$ cat src/rtl/hazard_ctrl.sv
// hazard_ctrl: forwarding selects, stall/flush enables, start-up flush sequencing,
// memory-wait freeze with timeout watchdog, and saturating stall/flush statistics.
module hazard_ctrl #(
    parameter int RESET_FLUSH = 3,
    parameter int MEM_TIMEOUT = 16,
    parameter int CNT_W       = 32
) (
    input  logic             clk,
    input  logic             rst,
    input  logic [4:0]       Rs1_D,
    input  logic [4:0]       Rs2_D,
    input  logic [4:0]       Rs1_E,
    input  logic [4:0]       Rs2_E,
    input  logic [4:0]       Rd_E,
    input  logic [1:0]       ResultSrc_E,
    input  logic             PCSrc_E,
    input  logic [4:0]       Rd_M,
    input  logic [4:0]       Rd_W,
    input  logic             RegWrite_M,
    input  logic             RegWrite_W,
    input  logic             MemReq_M,
    input  logic             MemReady,
    output logic [1:0]       ForwardA_E,
    output logic [1:0]       ForwardB_E,
    output logic             Stall_F,
    output logic             Stall_D,
    output logic             Stall_E,
    output logic             Stall_M,
    output logic             Flush_D,
    output logic             Flush_E,
    output logic             Flush_W,
    output logic             MemErr,
    output logic [CNT_W-1:0] StallCount,
    output logic [CNT_W-1:0] FlushCount
);
    localparam int IW = $clog2(RESET_FLUSH + 1);
    localparam int WW = $clog2(MEM_TIMEOUT + 1);

    typedef enum logic [1:0] {INIT, RUN, MEM_WAIT, ERR} state_t;

    state_t           r_state, w_next;
    logic [IW-1:0]    r_init_cnt;
    logic [WW-1:0]    r_wait_cnt, w_wait_next;
    logic             r_err;
    logic [CNT_W-1:0] r_stall_cnt, r_flush_cnt;
    logic             w_mw, w_lw, w_active;

    assign w_mw     = MemReq_M & ~MemReady;
    assign w_lw     = ResultSrc_E == 2'b01 && Rd_E != 5'd0 && (Rd_E == Rs1_D || Rd_E == Rs2_D);
    assign w_active = !rst && (r_state == RUN || r_state == MEM_WAIT);

    // Memory stage has priority over Writeback since it holds the younger result.
    assign ForwardA_E = !w_active ? 2'b00 :
                        (RegWrite_M && Rd_M != 5'd0 && Rd_M == Rs1_E) ? 2'b10 :
                        (RegWrite_W && Rd_W != 5'd0 && Rd_W == Rs1_E) ? 2'b01 : 2'b00;
    assign ForwardB_E = !w_active ? 2'b00 :
                        (RegWrite_M && Rd_M != 5'd0 && Rd_M == Rs2_E) ? 2'b10 :
                        (RegWrite_W && Rd_W != 5'd0 && Rd_W == Rs2_E) ? 2'b01 : 2'b00;

    assign MemErr     = r_err;
    assign StallCount = r_stall_cnt;
    assign FlushCount = r_flush_cnt;

    always_comb begin
        w_next      = r_state;
        w_wait_next = r_wait_cnt;
        Stall_F     = 1'b0;
        Stall_D     = 1'b0;
        Stall_E     = 1'b0;
        Stall_M     = 1'b0;
        Flush_D     = 1'b0;
        Flush_E     = 1'b0;
        Flush_W     = 1'b0;
        if (rst || r_state == INIT) begin
            Stall_F = 1'b1;
            Flush_D = 1'b1;
            Flush_E = 1'b1;
            Flush_W = 1'b1;
        end else if (r_state == ERR || w_mw) begin
            // A frozen pipe keeps any pending branch/load-use until it thaws.
            Stall_F = 1'b1;
            Stall_D = 1'b1;
            Stall_E = 1'b1;
            Stall_M = 1'b1;
            Flush_W = 1'b1;
        end else begin
            Stall_F = w_lw;
            Stall_D = w_lw;
            Flush_D = PCSrc_E;
            Flush_E = w_lw | PCSrc_E;
        end
        case (r_state)
            INIT: w_next = r_init_cnt <= IW'(1) ? RUN : INIT;
            RUN: begin
                w_next      = w_mw ? MEM_WAIT : RUN;
                w_wait_next = w_mw ? WW'(1) : '0;
            end
            MEM_WAIT: begin
                w_next      = !w_mw ? RUN : (r_wait_cnt == WW'(MEM_TIMEOUT - 1)) ? ERR : MEM_WAIT;
                w_wait_next = !w_mw ? '0 : r_wait_cnt + 1'b1;
            end
            default: w_next = ERR;
        endcase
    end

    always_ff @(posedge clk) begin
        if (rst) begin
            r_state     <= INIT;
            r_init_cnt  <= IW'(RESET_FLUSH);
            r_wait_cnt  <= '0;
            r_err       <= 1'b0;
            r_stall_cnt <= '0;
            r_flush_cnt <= '0;
        end else begin
            r_state    <= w_next;
            r_wait_cnt <= w_wait_next;
            r_err      <= w_next == ERR;
            if (r_state == INIT)
                r_init_cnt <= r_init_cnt - 1'b1;
            if (w_active && Stall_F && !(&r_stall_cnt))
                r_stall_cnt <= r_stall_cnt + 1'b1;
            if (r_state == RUN && !w_mw && PCSrc_E && !(&r_flush_cnt))
                r_flush_cnt <= r_flush_cnt + 1'b1;
        end
    end
endmodule

$ cat config.mk
export PLATFORM = sky130hd
export DESIGN_NAME = hazard_ctrl
export DESIGN_NICKNAME = d
export VERILOG_FILES = /design/src/rtl/hazard_ctrl.sv
export SDC_FILE = /design/constraint.sdc
export NUM_CORES = 1
export LEC_CHECK = 0
export CAP_MARGIN = 10
export CORE_MARGIN = 2
export CORE_UTILIZATION = 30
export CTS_CLUSTER_SIZE = 20
export DETAILED_ROUTE_END_ITERATION = 6
export PLACE_DENSITY_LB_ADDON = 0.05
export SLEW_MARGIN = 20
export SYNTH_ARGS = -nofsm -noshare
export SYNTH_HDL_FRONTEND = slang
export SYNTH_SLANG_ARGS = --single-unit
export TNS_END_PERCENT = 10
$ cat constraint.sdc
create_clock -name clk -period 2.3 [get_ports clk]
set_input_delay 0.23 -clock clk [delete_from_list [all_inputs] [get_ports clk]]
set_output_delay 0.23 -clock clk [all_outputs]
set_load 0.005 [all_outputs]
==> parameters.txt, run 1 <==
Parameter                              Value

Clocking
  Worst-case clock buffer depth ... 2
  Clock tree from TritonCTS ... done
  Clock H-tree levels ... 3
  Number of sinks on the clock net ... 74
  Clk pin slew, worst setup/hold paths ... 60 ps
  Quantity of hold-fixing buffers added after cts ... 0
  TritonCTS Buffers ... 9
  Clock tree root driver cell ... sky130_fd_sc_hd__clkbuf_16
  Number of setup buffers added after CTS ... 0
  Worst skew pair latency ... 340 ps

Global routing
  First-pass GRT wire length ... 20470 um
  Number of global-route vias before repair ... 4209
  GRT Overall Usage ... 16.86%
  Initial antenna violation count ... 1
  Maximum number of pins on one net before global-route repair ... 41
  Total global routing overflow ... 0

Synth
  Library cell occupying the most area in the post-synthesis netlist ... sky130_fd_sc_hd__dfxtp_1
  Net Count, Synth ... 569
  Total number of yosys warnings ... 0
  Gate count of the mapped netlist ... 516
  Netlist Area Pre-Place ... 4299 um^2
  Number of synthesized flops with an enable pin ... 0
  Register bit count reported by yosys ... 74
  Sequential cell area fraction in the yosys report ... 34.46%
  Prevailing post-synth register cell ... sky130_fd_sc_hd__dfxtp_1
  Mean cell area of the mapped netlist ... 8.332 um^2
  Async SR Flop Fraction ... 0%
  Library cell with the highest instance count after synthesis ... sky130_fd_sc_hd__dfxtp_1
  Synth top area cells ... sky130_fd_sc_hd__dfxtp_1 (34%), sky130_fd_sc_hd__xnor2_1 (8.8%), sky130_fd_sc_hd__nor2_1 (5.0%)
  Number of distinct library cells after synthesis ... 47
  Fraction of post-synthesis cell area in the top cell type by area ... 34.46%
  Top cells by instance count after synthesis ... sky130_fd_sc_hd__dfxtp_1 (74), sky130_fd_sc_hd__nor2_1 (57), sky130_fd_sc_hd__xnor2_1 (43)

Placed design
  Estimated wirelength of the detail-placed design ... 9313 um
  Number of port buffers ... 119
  Final GP Congestion ... 0.7971
  Total placed cells including tap cells ... 849
  Placement-stage cell area ... 6077 um^2
  Worst slack at placement ... -401.8 ps

Hold path
  Min-Delay Startpoint ... rst
  WHS Endpoint ... r_init_cnt[0]
  Hold Path Class ... in -> reg
  Hold Path Cell Cnt ... 5

Floorplan
  Die Span X ... 123.7 um
  Starting utilization of the core area ... 30.85%
  Die Outline Area ... 15300 um^2
  # IOs ... 120
  Row Count ... 43
  Placeable core region ... 13930 um^2
  Floorplan die height ... 123.7 um

STA
  Final Cycle Share ... 95.02%
  Clock Skews ... 7.327 ps
  Setup repair after global routing missed its margin ... true
  Count of final setup violators ... 0
  Setup TNS ... 0 ps
  Max frequency ... 0.4576 GHz
  Post-route setup slack ... 114.5 ps
  Final Hold Vio Count ... 0
  Normalized max-slew margin ... 46.34%
  Clock period minus worst slack ... 2185 ps
  Transition time at the pin with the least slew margin ... 804.0 ps
  Slew Limit Fails ... 0

Outcome
  Result of the run ... finished, final reports clean

Worst setup path
  Top Family by Delay on Critical Path ... simple AND/OR/NAND/NOR gates
  Crit-path cells ... inv_2, ha_4, nor2b_4, o211ai_1, or4_1, nor4_1, buf_2
  Worst-path maximum fanout ... 2
  Start-to-end type of the worst setup path ... reg -> out
  Slowest Stage Delay on Critical Path ... 400 ps
  Length in cells of the worst reg-to-reg path ... 6
  Kind of end point of the critical path ... output pin
  Number of cells on the critical path ... 7
  Source of the worst register-to-register timing path ... FlushCount[20]
  Worst reg-to-reg setup slack ... 140 ps
  Worst flop-to-flop path endpoint ... FlushCount[16]
  Critical path buffers and inverters ... 2
  Arrival time reported for the critical path endpoint ... 1960 ps
  Crit path required time ... 2070 ps
  Startpoint class of the critical path ... flip-flop
  Slowest-stage cell, CP ... sky130_fd_sc_hd__or4_1

Power
  Internal Power ... 0.002802 W
  Part of the power in combinational logic ... 21.0%
  Power spent charging and discharging nets ... 0.0009894 W
  Sequential power share ... 35.7%
  Sw frac ... 26.10%
  Maximum vdd ir drop ... 0.3625 mV
  Cell leakage power ... 2.308 nW
  Cell Pwr Density ... 584.2 nW/um^2
  Clock share of power ... 43.3%

Final layout
  Post-layout instance count excluding filler cells ... 866
  Post-layout net count ... 734
  Count of antenna diodes in the layout ... 0
  Design area ... 6490 um^2
  P&R area growth vs syn ... 50.96%
  Ratio of cells with drive above 1 in the final layout ... 16.62%

Drt
  Number of DRC violations after detailed-routing iteration 0 ... 151
  DR DRC count ... 0
  Number of nets still failing antenna checks after routing ... 0
  Vias per inst ... 5.122
  Routed wire per std cell ... 14.97 um
  Number of vias in the routed layout ... 4436
  Post-detailed-routing wire length ... 12960 um
  TritonRoute pass-1 iters ... 4

Job
  Number of max-cap violations ... 0
## stage by stage
step / util, % / total power (W) / hold slack (ps)
2_1_floorplan: - / 0.001754 / 460.4
3_3_place_gp: 43.61 / 0.002118 / 477.0
3_5_place_dp: 43.61 / 0.002134 / 487.1
4_1_cts: 46.32 / 0.003831 / 471.3
5_1_grt: 46.57 / 0.003984 / 496.6
6_report: 46.57 / 0.003792 / 473.0
## cells by family after synthesis
group                    count (synthesis)  synth area share [%]
buffers and inverters                   37                 3.667
adder cells (fa/ha/maj)                  9                 2.619
AO/OA/AOI/OAI                           72                 11.35
XOR/XNOR                                60                 12.22
multiplexers                            10                 2.561
flip-flops                              74                 34.46
AND/OR/NAND/NOR                        254                 33.12
## power by group through the flow
stage / combinational (W) / clock (W) / sequential, W
floorplan: 0.000379 / 0 / 0.00138
global placement: 0.000741 / 0 / 0.00138
detailed placement: 0.000756 / 0 / 0.00138
CTS: 0.000787 / 0.00169 / 0.00135
global route: 0.000880 / 0.00174 / 0.00136
finish: 0.000796 / 0.00164 / 0.00135
## state kept, by name, summed over array words and instances, names as in the netlist
register and cells:
FlushCount 32, r_init_cnt 2, r_wait_cnt 5, MemErr 1, r_state 2, StallCount 32
## layout make-up
cell class              count  area, um^2
fillers                  1382        7445
multi-input cells         406        2738
repair buffers            179        1657
flip-flops and latches     74        1484
clock buffers              12       246.5
well taps                 180       225.2
clock inverters             4       98.84
inverters                  11       41.29
## worst max path at each step
stage / slack, ps / end / start
6_report: 110 / ForwardB_E[0] / r_state[0]
5_1_grt: -10 / ForwardA_E[0] / r_state[0]
4_1_cts: -10 / StallCount[1] / r_state[0]
3_5_place_dp: -400 / ForwardB_E[0] / Rd_M[1]
3_3_place_gp: -330 / ForwardB_E[0] / Rd_M[1]
2_1_floorplan: 90 / StallCount[2] / r_state[0]
## metal layers
| layer | up-vias | global-route usage (%) | part of all wire [%] |
|---|---|---|---|
| li1 | 2235 | - | - |
| met1 | 2089 | 20.12 | 44 |
| met2 | 96 | 28.91 | 49 |
| met3 | 14 | 5.403 | 5.7 |
| met4 | 2 | 4.901 | 1.2 |
| met5 | - | 0 | 0.10 |
## worst reg2reg max path, stage by stage (launching register included)
cell and delay [ps]:
sky130_fd_sc_hd__dfxtp_1 410, sky130_fd_sc_hd__nand4_2 170, sky130_fd_sc_hd__or4_1 610, sky130_fd_sc_hd__nor4_4 300
sky130_fd_sc_hd__nor4_1 120, sky130_fd_sc_hd__nand3_1 110, sky130_fd_sc_hd__mux2_2 330
## cells in the final DEF (no fill, tap or decap), types with 4 or more instances in the layout
cell type	count
sky130_fd_sc_hd__nor3_1	22
sky130_fd_sc_hd__a21oi_1	22
sky130_fd_sc_hd__nand3_1	34
sky130_fd_sc_hd__or4_1	21
sky130_fd_sc_hd__nand4_1	24
sky130_fd_sc_hd__mux2_2	8
sky130_fd_sc_hd__nor2b_1	8
sky130_fd_sc_hd__xor2_1	17
sky130_fd_sc_hd__o21ai_0	7
sky130_fd_sc_hd__clkbuf_16	9
sky130_fd_sc_hd__ha_1	8
sky130_fd_sc_hd__buf_4	58
sky130_fd_sc_hd__and3_1	11
sky130_fd_sc_hd__nor4_1	8
sky130_fd_sc_hd__xnor2_1	43
sky130_fd_sc_hd__clkdlybuf4s50_1	111
sky130_fd_sc_hd__o211ai_1	4
sky130_fd_sc_hd__dfxtp_1	72
sky130_fd_sc_hd__nor2_1	56
sky130_fd_sc_hd__o41ai_1	8
sky130_fd_sc_hd__and2_1	4
sky130_fd_sc_hd__o31ai_1	14
sky130_fd_sc_hd__o311ai_0	9
sky130_fd_sc_hd__nand2_1	30
sky130_fd_sc_hd__inv_1	9
## what timing repair did
action / CTS / global route
pin swaps: 4 / 3
endpoints found under the setup margin: 7 / 29
gates cloned: 0 / 1
resized for setup: 22 / 8
Power figures use the tool's default switching activity.
==> run 2: changes to the inputs <==
--- a/config.mk
+++ b/config.mk
@@ -8,7 +8,6 @@
 export CAP_MARGIN = 10
 export CORE_MARGIN = 2
 export CORE_UTILIZATION = 30
-export CTS_CLUSTER_SIZE = 20
 export DETAILED_ROUTE_END_ITERATION = 6
 export PLACE_DENSITY_LB_ADDON = 0.05
 export SLEW_MARGIN = 20
==> results of run 2 <==
Same layout as run 1: the final DEF is identical, and so are final timing and power.
